==> src/rtl/detect_errors_2.sv <==
// Receive-side sequence checker: extracts a 16-bit aux sequence number from each
// frame, compares it with the expected value and keeps in-order/out-of-order/lost counts.
module detect_errors_2 #(
    parameter int unsigned whereis_aux = 0,
    parameter int unsigned maxaux      = 16,
    parameter int unsigned maxaux_bits = 4
) (
    input  logic        clk,
    input  logic        rst,
    input  logic [15:0] segment_number_max,
    input  logic [15:0] seg,
    input  logic        rx_en,
    input  logic [7:0]  rx_data,
    output logic [31:0] count,
    output logic [31:0] ok,
    output logic [31:0] ng,
    output logic [31:0] lostnum,
    output logic        valid,
    output logic [2:0]  state
);

    localparam int unsigned SW     = maxaux_bits + 1;
    localparam int unsigned MOD    = maxaux + 1;
    localparam int unsigned HALF   = MOD / 2;
    localparam int unsigned LO_OFS = whereis_aux + 5;

    typedef enum logic [2:0] {
        IDLE     = 3'd0,
        RECV     = 3'd1,
        WAIT_END = 3'd2,
        EVAL     = 3'd3,
        UPDATE   = 3'd4
    } state_t;

    state_t          state_q, state_d;
    logic            rx_en_q;
    logic [15:0]     byte_cnt_q, byte_cnt_d;
    logic [15:0]     aux_q, aux_d;
    logic [15:0]     seg_q, seg_d;
    logic [SW-1:0]   exp_q, exp_d;
    logic [SW-1:0]   diff_q, diff_d;
    logic            over_q, over_d;
    logic            synced_q, synced_d;
    logic [31:0]     count_q, count_d;
    logic [31:0]     ok_q, ok_d;
    logic [31:0]     ng_q, ng_d;
    logic [31:0]     lost_q, lost_d;
    logic            valid_q, valid_d;
    logic [SW-1:0]   aux_s;
    logic [SW-1:0]   aux_nxt;

    assign aux_s   = aux_q[SW-1:0];
    assign aux_nxt = (aux_s == SW'(maxaux)) ? '0 : aux_s + SW'(1);

    // State register
    always_ff @(posedge clk or posedge rst) begin
        if (rst) state_q <= IDLE;
        else     state_q <= state_d;
    end

    // Next-state logic; only a fresh rx_en rise in IDLE opens a frame
    always_comb begin
        state_d = state_q;
        case (state_q)
            IDLE:     if (rx_en && !rx_en_q) state_d = RECV;
            RECV: begin
                if (!rx_en)                              state_d = IDLE;
                else if (byte_cnt_q == 16'(LO_OFS))      state_d = WAIT_END;
            end
            WAIT_END: if (!rx_en) state_d = EVAL;
            EVAL:     state_d = UPDATE;
            UPDATE:   state_d = IDLE;
            default:  state_d = IDLE;
        endcase
    end

    // Datapath and counter updates
    always_comb begin
        byte_cnt_d = byte_cnt_q;
        aux_d      = aux_q;
        seg_d      = seg_q;
        exp_d      = exp_q;
        diff_d     = diff_q;
        over_d     = over_q;
        synced_d   = synced_q;
        count_d    = count_q;
        ok_d       = ok_q;
        ng_d       = ng_q;
        lost_d     = lost_q;
        valid_d    = 1'b0;
        case (state_q)
            IDLE: begin
                if (rx_en && !rx_en_q) begin
                    byte_cnt_d = 16'd1;
                    if (whereis_aux == 0) aux_d[15:8] = rx_data;
                end
            end
            RECV: begin
                if (rx_en) begin
                    byte_cnt_d = byte_cnt_q + 16'd1;
                    if (byte_cnt_q == 16'(whereis_aux)) aux_d[15:8] = rx_data;
                    if (byte_cnt_q == 16'(LO_OFS))      aux_d[7:0]  = rx_data;
                end
            end
            WAIT_END: if (!rx_en) seg_d = seg;
            EVAL: begin
                over_d = (aux_q > 16'(maxaux));
                // Modular distance; the wrap-around of the SW-bit sum is harmless
                if (aux_s >= exp_q) diff_d = aux_s - exp_q;
                else                diff_d = aux_s + SW'(MOD) - exp_q;
            end
            UPDATE: begin
                count_d = count_q + 32'd1;
                valid_d = (seg_q == segment_number_max - 16'd1);
                if (over_q) begin
                    ng_d = ng_q + 32'd1;
                end else begin
                    exp_d = aux_nxt;
                    if (!synced_q) begin
                        ok_d     = ok_q + 32'd1;
                        synced_d = 1'b1;
                    end else if (diff_q == '0) begin
                        ok_d = ok_q + 32'd1;
                    end else if (diff_q <= SW'(HALF)) begin
                        ng_d   = ng_q + 32'd1;
                        lost_d = lost_q + 32'(diff_q);
                    end else begin
                        ng_d = ng_q + 32'd1;
                    end
                end
            end
            default: ;
        endcase
    end

    // rx_en history resets high so a frame already in flight at reset release is skipped
    always_ff @(posedge clk or posedge rst) begin
        if (rst) begin
            rx_en_q    <= 1'b1;
            byte_cnt_q <= '0;
            aux_q      <= '0;
            seg_q      <= '0;
            exp_q      <= '0;
            diff_q     <= '0;
            over_q     <= 1'b0;
            synced_q   <= 1'b0;
            count_q    <= '0;
            ok_q       <= '0;
            ng_q       <= '0;
            lost_q     <= '0;
            valid_q    <= 1'b0;
        end else begin
            rx_en_q    <= rx_en;
            byte_cnt_q <= byte_cnt_d;
            aux_q      <= aux_d;
            seg_q      <= seg_d;
            exp_q      <= exp_d;
            diff_q     <= diff_d;
            over_q     <= over_d;
            synced_q   <= synced_d;
            count_q    <= count_d;
            ok_q       <= ok_d;
            ng_q       <= ng_d;
            lost_q     <= lost_d;
            valid_q    <= valid_d;
        end
    end

    assign count   = count_q;
    assign ok      = ok_q;
    assign ng      = ng_q;
    assign lostnum = lost_q;
    assign valid   = valid_q;
    assign state   = state_q;

endmodule

==> config.mk <==
export PLATFORM = sky130hd
export DESIGN_NAME = detect_errors_2
export DESIGN_NICKNAME = d
export VERILOG_FILES = /design/src/rtl/detect_errors_2.sv
export SDC_FILE = /design/constraint.sdc
export NUM_CORES = 1
export LEC_CHECK = 0
export CAP_MARGIN = 40
export CORE_MARGIN = 5
export CORE_UTILIZATION = 30
export CTS_BUF_LIST = sky130_fd_sc_hd__clkbuf_16
export DETAILED_ROUTE_END_ITERATION = 12
export PLACE_DENSITY = 0.64
export SETUP_SLACK_MARGIN = 0.4
export SLEW_MARGIN = 15
export SYNTH_ARGS = -nofsm -noshare
export SYNTH_HDL_FRONTEND = slang
export SYNTH_SLANG_ARGS = --single-unit
==> constraint.sdc <==
create_clock -name clk -period 5.7 [get_ports clk]
set_clock_uncertainty 0.05 [all_clocks]
set_input_delay 0.855 -clock clk [delete_from_list [all_inputs] [get_ports clk]]
set_output_delay 0.855 -clock clk [all_outputs]
set_load 0.02 [all_outputs]
[Word level (Yosys, flattened, before mapping)]
Index checks and enable logic that the tools add are counted.
Word-level totals
  ROM bits: 0
  register bits: 193
  RAM bits: 0
  memories kept: 0
  latch bits: 0
  bits of input ports: 43
  logic and storage cells: 82
Cells by class
  reduce and logical (&&, ||, !) cells: 16
  multiply operators: 0
  eq/ne operators: 14
  div/mod/pow operators: 0
  mux-type cells: 21
  $lt $le $gt $ge: 3
  shifts and indexed selects: 0
  $add $sub $neg: 10
  bitwise gates (word level): 3
Operators with widths (count)
  2-to-1 mux 32 bit: 5
  adder 32 x 1 -> 32 bit (second input constant): 3
  2-to-1 mux 16 bit: 3
  adder 32 x 5 -> 32 bit: 1
  case mux 16 bit (2 select lines): 1
  2-to-1 mux 8 bit: 3
  adder 16 x 1 -> 16 bit (second input constant): 1
  == test 16 bit: 1
  == test 16 x 3 -> 1 bit (second input constant): 1
  greater-than comparator 16 x 5 -> 1 bit (second input constant): 1
  zero test 16 bit: 1
  case mux 8 bit (2 select lines): 1
  subtractor 16 x 1 -> 16 bit (second input constant): 1
  AND reduction 3 bit: 5
  2-to-1 mux 3 bit: 4
  case mux 3 bit (4 select lines): 1
  2-to-1 mux 5 bit: 2
  inequality test 2 bit (second input constant): 5
  subtractor 5 bit: 2
  == test 3 x 2 -> 1 bit (second input constant): 2
  adder 5 x 1 -> 5 bit (second input constant): 1
  adder 5 bit (second input constant): 1
  == test 5 bit (second input constant): 1
  greater-or-equal comparator 5 bit: 1
  other kinds (15): 19

[Longest topological paths before layout]
Gate-level depths: netlist (run 1).
  depth after elaboration: 4
  depth in mapped cells: 10
  depth with buffers taken out: 10

[Worst setup path after synthesis (run 1)]
Ideal clock, no wire load.
  path type: input to register
  start point: input segment_number_max[0]
  end point: register valid_q (netlist: valid)
  data required time: 5549 ps
  path buffers: 0
  data arrival time: 2593 ps
  stages on the path: 8
  setup slack: 2956 ps
  library setup time: 101 ps
  cells stage by stage: inv_1 ha_1 or4b_2 nor4_1 xnor2_1 nor4_1 o2111ai_1 nor4_1
On the way
  cells in the longest elaborated chain, start to end: 3
RTL lines
  start: declaration: line 10  | input logic [15:0] segment_number_max,
  subtractor 16 x 1 -> 16 bit: line 114  | valid_d = (seg_q == segment_number_max - 16'd1);
  == test 16 bit: line 114
  2-to-1 mux 1 bit: line 91  | case (state_q)
  net valid_d: line 48  | logic valid_q, valid_d;
  end signal: assignment: line 165  | valid_q <= valid_d;
  end: declaration: line 48
The timed path passes the listed nets, and every way through them passes these cells.
A chain may end at the register's enable or synchronous reset.

[Worst setup path in the final report (run 1)]
Ends and elaborated chain as after synthesis.

==> flow_summary_export.csv, run 1 <==
group,metric,value,unit
status,outcome,"complete, no violations",
placement,globalplace.congestion,0.821,
final_layout,layout.cells.most_common_list,"dfrtp_1, clkdlybuf4s50_1, xnor2_1",
die,die-width,188,um
timing,grt_setup_unrepaired,"false",
power,power.share.combinational,24.5,%
synthesis,synth-edff-count,0,
power,internal_power,2.66,mW
route,routedWlPerCell,14.9,um
synthesis,ys_ff_latch,193,
placement,dp_hpwl,16400,um
cts,clock_latency_at_the_later_pin_of_the_worst_skew_pair,0.44,ns
route,wl_met3,770,um
cts,postCtsHoldBufs,0,
die,die-height,188,um
route,drt_iter0_drc,404,
power,switching_share,32.3,%
route,drc_errors,0,
route,met2_wirelength,10600,um
cts,cts.sink_count,193,
route,wl,22000,um
synthesis,synth_sequential_area_ratio,51.1,%
route,routed-via-count,6933,
power,power.leakage,5.25,nW
synthesis,synthesis.area,0.00946,mm2
route,dr.max_layer_used,"met4",
die,core,0.0313,mm2
die,num_io_pins,175,
cts,cts.root.buffer_cell,"clkbuf_16",
route,routed_length_on_met1,10500,um
cts,cts_setup_buffers,0,
final_layout,antenna-diode-count,0,
hold_path,min_path_cells,1,
synthesis,synthesis.yosys.warnings,0,
synthesis,synth_nets,949,
power,share_seq_of_total_power,44.3,%
timing,timing.final.setup_violations,0,
cts,cts_buffer_depth,2,
final_layout,drive_gt1_share,8.44,%
global_route,globalRouteOverflowTotal,0,
power,total_power,3.92,mW
route,drtPass1Iterations,4,
timing,max_clock_freq,332,MHz
cts,tritoncts_clock_tree,"yes",
synthesis,postSynth.topFlopCell,"dfrtp_1",
die,number_of_rows_created_at_floorplan,65,
setup_path,worstSetupEndpointType,"flop",
cts,htreeDepth,4,
final_layout,design.final.nets,1137,
power,power.density,318,mW/mm2
hold_path,hp-start,"lostnum[31]",
route,viasPerCell,4.68,
synthesis,synth_async_sr_flop_share,100,%
cts,cts.repair.resized,0,
setup_path,rr_endpoint,"lostnum[23]",
placement,place.port_buffers,174,
global_route,grt_util_all_layers,12.7,%
global_route,first_global_vias,6970,
timing,totalNegativeSetupSlack,0,ns
setup_path,rr_worst_depth,7,
synthesis,postSynthAreaPerCell,10.8,um2
cts,cts-buffers-inserted,17,
synthesis,netlist_instances,877,
final_layout,layout_commonest_cell,"dfrtp_1",
setup_path,critical_path_class,"input port to flop",
power,irDropWorstVdd,239,uV
setup_path,timing.rr.start,"state[0]",
cts,clkSlewWorstSetupHoldPaths,0.08,ns
timing,final.period_utilization,52.9,%
die,fp.dieArea,0.0352,mm2
setup_path,required,5.99,ns
setup_path,worst-r2r-setup-slack,2.93,ns
setup_path,first_element_of_the_critical_path,"segment_number_max[0]",
global_route,grt_antenna_before_repair,0,
timing,fin_crit_period,3.01,ns
final_layout,synthToLayoutAreaGrowth,30.4,%
die,initial_utilization,30.2,%
timing,max_slew_margin,53.7,%
global_route,largest_net_degree_at_the_start_of_global_routing,118,
setup_path,cp-start-kind,"input port",
power,pwr-share-clk,31.2,%
synthesis,yosys.cell_types.count,60,
route,number_of_nets_with_antenna_violations_after_routing,0,
setup_path,critical_path.max_fanout,4,
global_route,grt_first_pass_wirelength,37000,um
timing,slew_violations,0,
power,p_sw,1.26,mW
hold_path,worstHoldPathType,"flop to flop",
hold_path,worstHoldEndpoint,"lostnum[31]",
timing,max_slew.worst_pin.slew,0.694,ns
timing,final-hold-violation-count,0,
setup_path,cp.arrival,3.30,ns
final_layout,final_core_utilization,39.4,%
run,drv_cap,0,
-- metal layers --
layer  up-vias  track usage [%]
li1       3415                -
met1      3385             17.2
met2       124             21.0
met5         -                0
met3         9             2.74
met4         0             3.27
-- synth_stat cells, types with 2 or more instances --
| cell type | number | share of area (%) |
|---|---|---|
| nor2b_1 | 5 | 0.33 |
| nand3_1 | 54 | 2.9 |
| nor2_1 | 50 | 2.0 |
| clkbuf_1 | 9 | 0.36 |
| o22ai_1 | 3 | 0.20 |
| and2_1 | 5 | 0.33 |
| o31ai_1 | 5 | 0.40 |
| o2111ai_1 | 2 | 0.19 |
| or2_2 | 5 | 0.33 |
| nand3b_1 | 2 | 0.16 |
| o21ai_0 | 25 | 1.3 |
| and4b_1 | 2 | 0.21 |
| a21o_1 | 3 | 0.24 |
| a21oi_1 | 18 | 0.95 |
| inv_1 | 41 | 1.6 |
| xnor2_1 | 110 | 10 |
| o31a_1 | 2 | 0.19 |
| nor4_1 | 12 | 0.79 |
| mux2i_1 | 3 | 0.32 |
| nand4_1 | 26 | 1.7 |
| fa_1 | 5 | 1.1 |
| mux2_2 | 34 | 4.0 |
| a31oi_1 | 2 | 0.13 |
| nand2b_1 | 7 | 0.46 |
| and4_1 | 13 | 1.2 |
| o211ai_1 | 2 | 0.16 |
| nand2_1 | 85 | 3.4 |
| o21ai_1 | 2 | 0.11 |
| ha_1 | 24 | 3.2 |
| dfrtp_1 | 192 | 51 |
| o2111a_1 | 2 | 0.24 |
| xor2_1 | 47 | 4.4 |
| buf_2 | 3 | 0.16 |
| and3_1 | 21 | 1.4 |
| nor3_1 | 17 | 0.90 |
| o21a_1 | 3 | 0.24 |
| or4_1 | 2 | 0.16 |
| or3_1 | 11 | 0.73 |
| nor3b_1 | 2 | 0.16 |
-- worst max-delay path: stages --
cell	delay (ns)
clkdlybuf4s50_1	0.47
inv_1	0.09
ha_1	0.22
or4b_2	0.66
nor4_1	0.26
xnor2_1	0.12
nor4_1	0.19
o2111ai_1	0.15
nor4_1	0.30
-- power groups by stage --
stage | clock (mW) | combinational [mW] | sequential (mW)
floorplan | 0 | 0.713 | 1.73
global placement | 0 | 0.954 | 1.76
detailed placement | 0 | 0.976 | 1.76
CTS | 1.27 | 0.982 | 1.74
global route | 1.32 | 1.10 | 1.77
finish | 1.22 | 0.962 | 1.74
-- how the worst max path moves through the flow --
stage / to / slack, ns / cells past startpoint
6_report: valid / 2.69 / 9
5_1_grt: valid / 2.51 / 9
4_1_cts: valid / 2.74 / 9
3_5_place_dp: valid / 2.26 / 9
3_3_place_gp: valid / 2.31 / 9
2_1_floorplan: aux_q[0] / 2.31 / 1
-- registers in the layout, summed over array words and instances (netlist names) --
name / count
ng: 32
rx_en_q: 1
exp_q: 5
count: 32
state: 3
over_q: 1
valid: 1
lostnum: 32
synced_q: 1
byte_cnt_q: 16
seg_q: 16
aux_q: 16
diff_q: 5
ok: 32
-- through the flow --
step	worst slack, ns	instances	cell area (um2)	hold WS [ns]
3_3_place_gp	2.31	1446	11700	0.411
2_1_floorplan	2.31	877	9460	0.428
4_1_cts	2.74	1479	12300	0.430
5_1_grt	2.51	1480	12300	0.446
3_5_place_dp	2.26	1447	11700	0.418
6_report	2.69	1480	12300	0.421
-- area by class of cell --
type	count	area (um2)
Clock inverter	15	165
Fill cell	3072	19000
Multi-Input combinational cell	630	4420
Inverter	41	158
Timing Repair Buffer	182	1820
Sequential cell	193	4830
Tap cell	402	503
Clock buffer	17	425
-- logic make-up after synthesis --
kind of cell             synth area share (%)
AND/OR/NAND/NOR                          18.2
flip-flops                               51.1
XOR/XNOR                                 14.5
AO/OA/AOI/OAI                            5.29
buffers and inverters                    2.26
multiplexers                             4.37
adder cells (fa/ha/maj)                  4.23
No activity file was read; power rests on OpenSTA's default activity.
==> run 2: changes to the inputs <==
Settings changed: PLACE_DENSITY 0.64 to 0.62.
Clock period 5.7 ns to 2.8 ns, I/O delays scaled along.
==> flow_summary_export.csv, run 2 (synthesized netlist as in run 1, its figures left out) <==
group,metric,value,unit
timing,max_slew_margin,49.8,%
cts,cts-buffers-inserted,17,
timing,max_clock_freq,431,MHz
die,num_io_pins,175,
cts,postCtsHoldBufs,0,
run,drv_cap,0,
cts,clkSlewWorstSetupHoldPaths,0.08,ns
setup_path,chain_of_cells_forming_the_critical_path,"or3_1, o31a_1, buf_4, o211ai_1, nor2_1, and3_1, xor2_1",
final_layout,layout_commonest_cell,"dfrtp_1",
timing,totalNegativeSetupSlack,0,ns
final_layout,final_core_utilization,40.6,%
placement,place_inst,1477,
route,viasPerCell,4.66,
placement,dp_hpwl,17300,um
route,drt_iter0_drc,335,
timing,setup_ws,0.480,ns
setup_path,cp.arrival,2.59,ns
timing,final-hold-violation-count,0,
setup_path,critical_path_class,"flop to flop",
final_layout,layout.cells.most_common_list,"dfrtp_1, clkdlybuf4s50_1, xnor2_1",
timing,grt_setup_unrepaired,"true",
cts,htreeDepth,4,
die,number_of_rows_created_at_floorplan,65,
die,core,0.0313,mm2
timing,fin_crit_period,2.32,ns
placement,place.port_buffers,174,
timing,slew_violations,0,
route,drc_errors,0,
cts,cts.sink_count,193,
final_layout,fin_cells,1512,
global_route,grt_first_pass_wirelength,37300,um
final_layout,drive_gt1_share,12.6,%
die,fp.dieArea,0.0352,mm2
cts,clock_latency_at_the_later_pin_of_the_worst_skew_pair,0.43,ns
power,total_power,8.16,mW
global_route,largest_net_degree_at_the_start_of_global_routing,54,
final_layout,design.final.nets,1169,
setup_path,cp-start-kind,"flop",
placement,placement.cell_area,0.0120,mm2
power,power.density,641,mW/mm2
placement,dp_slack,-0.0608,ns
power,irDropWorstVdd,402,uV
cts,tritoncts_clock_tree,"yes",
timing,holdWs,0.318,ns
setup_path,slowest_delay,0.44,ns
timing,final.period_utilization,82.8,%
die,die-height,188,um
setup_path,worstSetupEndpointType,"flop",
setup_path,critical_path.max_fanout,7,
placement,globalplace.congestion,0.833,
cts,cts_buffer_depth,2,
route,routed-via-count,7048,
die,die-width,188,um
cts,cts.root.buffer_cell,"clkbuf_16",
global_route,globalRouteOverflowTotal,0,
global_route,first_global_vias,7028,
die,initial_utilization,30.2,%
timing,timing.final.setup_violations,0,
final_layout,antenna-diode-count,0,
global_route,grt_util_all_layers,12.9,%
global_route,grt_antenna_before_repair,0,
route,wl,22700,um
route,routedWlPerCell,15.0,um
hold_path,worstHoldPathType,"input port to async pin",
timing,max_slew.worst_pin.slew,0.748,ns
route,drtPass1Iterations,4,
setup_path,required,3.07,ns
route,number_of_nets_with_antenna_violations_after_routing,0,
setup_path,slowest_stage_cell_cp,"dfrtp_1",
power,power.leakage,5.44,nW
status,outcome,"complete, no violations",
final_layout,synthToLayoutAreaGrowth,34.5,%
final_layout,design_area,0.0127,mm2
## run 2: report_power, final
group | internal (mW) | switching (mW)
sequential | 3.15 | 0.350
combinational | 1.05 | 1.04
clock | 1.37 | 1.20
## run 2: cell type report
class / instances / area (um2)
inverter: 41 / 158
tap: 402 / 503
timing repair buffer: 214 / 2100
clock inverter: 15 / 191
fill: 2988 / 18600
multi-input combinational: 630 / 4510
sequential: 193 / 4830
clock buffer: 17 / 425
## run 2: layer usage
layer / routed length (um) / vias up / GRT usage [%]
li1: - / 3479 / -
met1: 10500 / 3417 / 16.9
met3: 797 / 17 / 2.79
met2: 11100 / 135 / 21.5
met5: 0 / - / 0
met4: 358 / 0 / 3.61
## run 2: path summary, 6_finish.rpt
path	start	end	slack, ns	cells past startpoint
max in group asynchronous	rst	rx_en_q	1.70	3
hold reg to reg	lostnum[31]	lostnum[31]	0.42	1
setup reg to reg	diff_q[1]	ng[13]	0.48	7
hold / removal	rst	ok[6]	0.32	2
min in group clk	lostnum[31]	lostnum[31]	0.42	1
setup / recovery	diff_q[1]	ng[13]	0.48	7
## run 2: worst max-delay path: cells and delay by family (launching register included)
family          cells  cell delay [ns]
compound gates      2             0.57
xor+xnor            1             0.13
buf+inv             1             0.18
flops               1             0.44
simple gates        3             0.85
## run 2: what timing repair did
item	CTS	global route
setup endpoints to repair	10	35
pin swaps	0	8
endpoints found under the hold margin	0	0
buffers inserted	0	3
resized for setup	4	16
==> run 3: changes to the inputs <==
Clock period 2.8 ns to 2.3 ns, I/O delays scaled along.
==> flow_summary_export.csv, run 3 (synthesized netlist as in run 1, its figures left out) <==
group,metric,value,unit
placement,placement.cell_area,0.0123,mm2
setup_path,cp-start-kind,"flop",
setup_path,critical_path.max_fanout,5,
route,met2_wirelength,12600,um
die,die-width,188,um
route,drt_iter0_drc,244,
power,power.density,728,mW/mm2
global_route,grt_first_pass_wirelength,39900,um
power,power.leakage,7.46,nW
route,routed_length_on_met1,10900,um
timing,final-hold-violation-count,0,
setup_path,worst-r2r-setup-slack,0.11,ns
final_layout,drive_gt1_share,33.5,%
placement,place.port_buffers,174,
route,wl_met3,874,um
cts,cts-buffers-inserted,17,
route,drc_errors,0,
placement,globalplace.congestion,0.822,
hold_path,worstHoldPathType,"input port to async pin",
route,viasPerCell,4.73,
cts,htreeDepth,4,
final_layout,design_area,0.0147,mm2
setup_path,worstSetupEndpointType,"flop",
timing,timing.final.setup_violations,0,
timing,max_slew.worst_pin.slew,0.544,ns
global_route,first_global_vias,7688,
run,drv_cap,0,
timing,holdWs,0.185,ns
cts,cts.root.buffer_cell,"clkbuf_16",
placement,place_inst,1503,
final_layout,design.final.nets,1271,
route,routedWlPerCell,15.4,um
power,irDropWorstVdd,644,uV
timing,fin_crit_period,2.19,ns
global_route,largest_net_degree_at_the_start_of_global_routing,68,
final_layout,antenna-diode-count,0,
route,routed-via-count,7624,
cts,tritoncts_clock_tree,"yes",
die,fp.dieArea,0.0352,mm2
status,outcome,"complete, no violations",
setup_path,required,2.61,ns
global_route,globalRouteOverflowTotal,0,
timing,max_clock_freq,457,MHz
die,number_of_rows_created_at_floorplan,65,
die,die-height,188,um
cts,clkSlewWorstSetupHoldPaths,0.07,ns
placement,dp_slack,-0.351,ns
cts,cts.sink_count,193,
global_route,grt_util_all_layers,13.7,%
timing,grt_setup_unrepaired,"true",
timing,final.period_utilization,95.1,%
route,dr.max_layer_used,"met4",
cts,clock_latency_at_the_later_pin_of_the_worst_skew_pair,0.43,ns
final_layout,layout_commonest_cell,"dfrtp_1",
final_layout,final_core_utilization,46.9,%
final_layout,layout.cells.most_common_list,"dfrtp_1, buf_4, xnor2_1",
die,initial_utilization,30.2,%
timing,slew_violations,0,
die,num_io_pins,175,
setup_path,cp.arrival,2.50,ns
power,total_power,10.7,mW
timing,max_slew_margin,63.5,%
cts,cts_buffer_depth,2,
timing,setup_ws,0.112,ns
setup_path,critical_path_class,"flop to flop",
final_layout,n_fill_cell,2818,
placement,dp_hpwl,17100,um
final_layout,fin_cells,1613,
route,wl,24800,um
route,number_of_nets_with_antenna_violations_after_routing,0,
timing,totalNegativeSetupSlack,0,ns
global_route,grt_antenna_before_repair,0,
route,drtPass1Iterations,4,
die,core,0.0313,mm2
final_layout,synthToLayoutAreaGrowth,55.4,%
run 3: cell types whose count changed in the layout (fill, tap and decap cells not counted), sizes merged:
cell           delta
dlygate4sd2      +62
clkbuf            +1
clkinvlp          -1
dlymetal6s2s     +44
clkdlybuf4s50   -109
clkinv            +2
bufinv            +1
inv               -3
buf             +104
run 3: what timing repair did:
item,4_1_cts,5_1_grt
setup buffers,40,39
hold buffers,0,0
pin swaps,88,103
setup endpoints to repair,192,206
resized for setup,202,190
run 3: cell type report:
class                      count  area [um2]  share of cell area (%)
clock buffer                  17         425                    2.90
clock inverter                14         166                    1.13
inverter                      41         160                    1.09
multi-input combinational    630        5550                    37.8
sequential                   193        4840                    33.0
tap                          402         503                    3.42
timing repair buffer         316        3040                    20.7
run 3: layer usage:
layer	GRT usage, %	vias up
li1	-	3699
met1	17.2	3772
met2	24.0	125
met3	3.02	28
met4	3.44	0
met5	0	-
run 3: critical path: stages (launching register included):
cell and delay, ns:
dfrtp_1 0.42, or3b_4 0.41, or3_4 0.35, or3_4 0.41, or3_1 0.34, a21oi_2 0.13
run 3: power breakdown:
group	switching [mW]	leakage, nW	total [mW]	internal (mW)
Sequential	0.423	2.59	4.26	3.84
Combinational	1.61	4.58	3.37	1.76
Clock	1.35	0.294	3.06	1.71
run 3: path summary, 6_finish.rpt:
path / startpoint / to / depth (start not counted)
max reg2reg: state[1] / byte_cnt_q[15] / 5
max: state[1] / byte_cnt_q[15] / 5
min: rst / seg_q[15] / 2
min reg2reg: ng[31] / ng[31] / 1
min in group clk: ng[31] / ng[31] / 1
max in group asynchronous: rst / ok[2] / 3
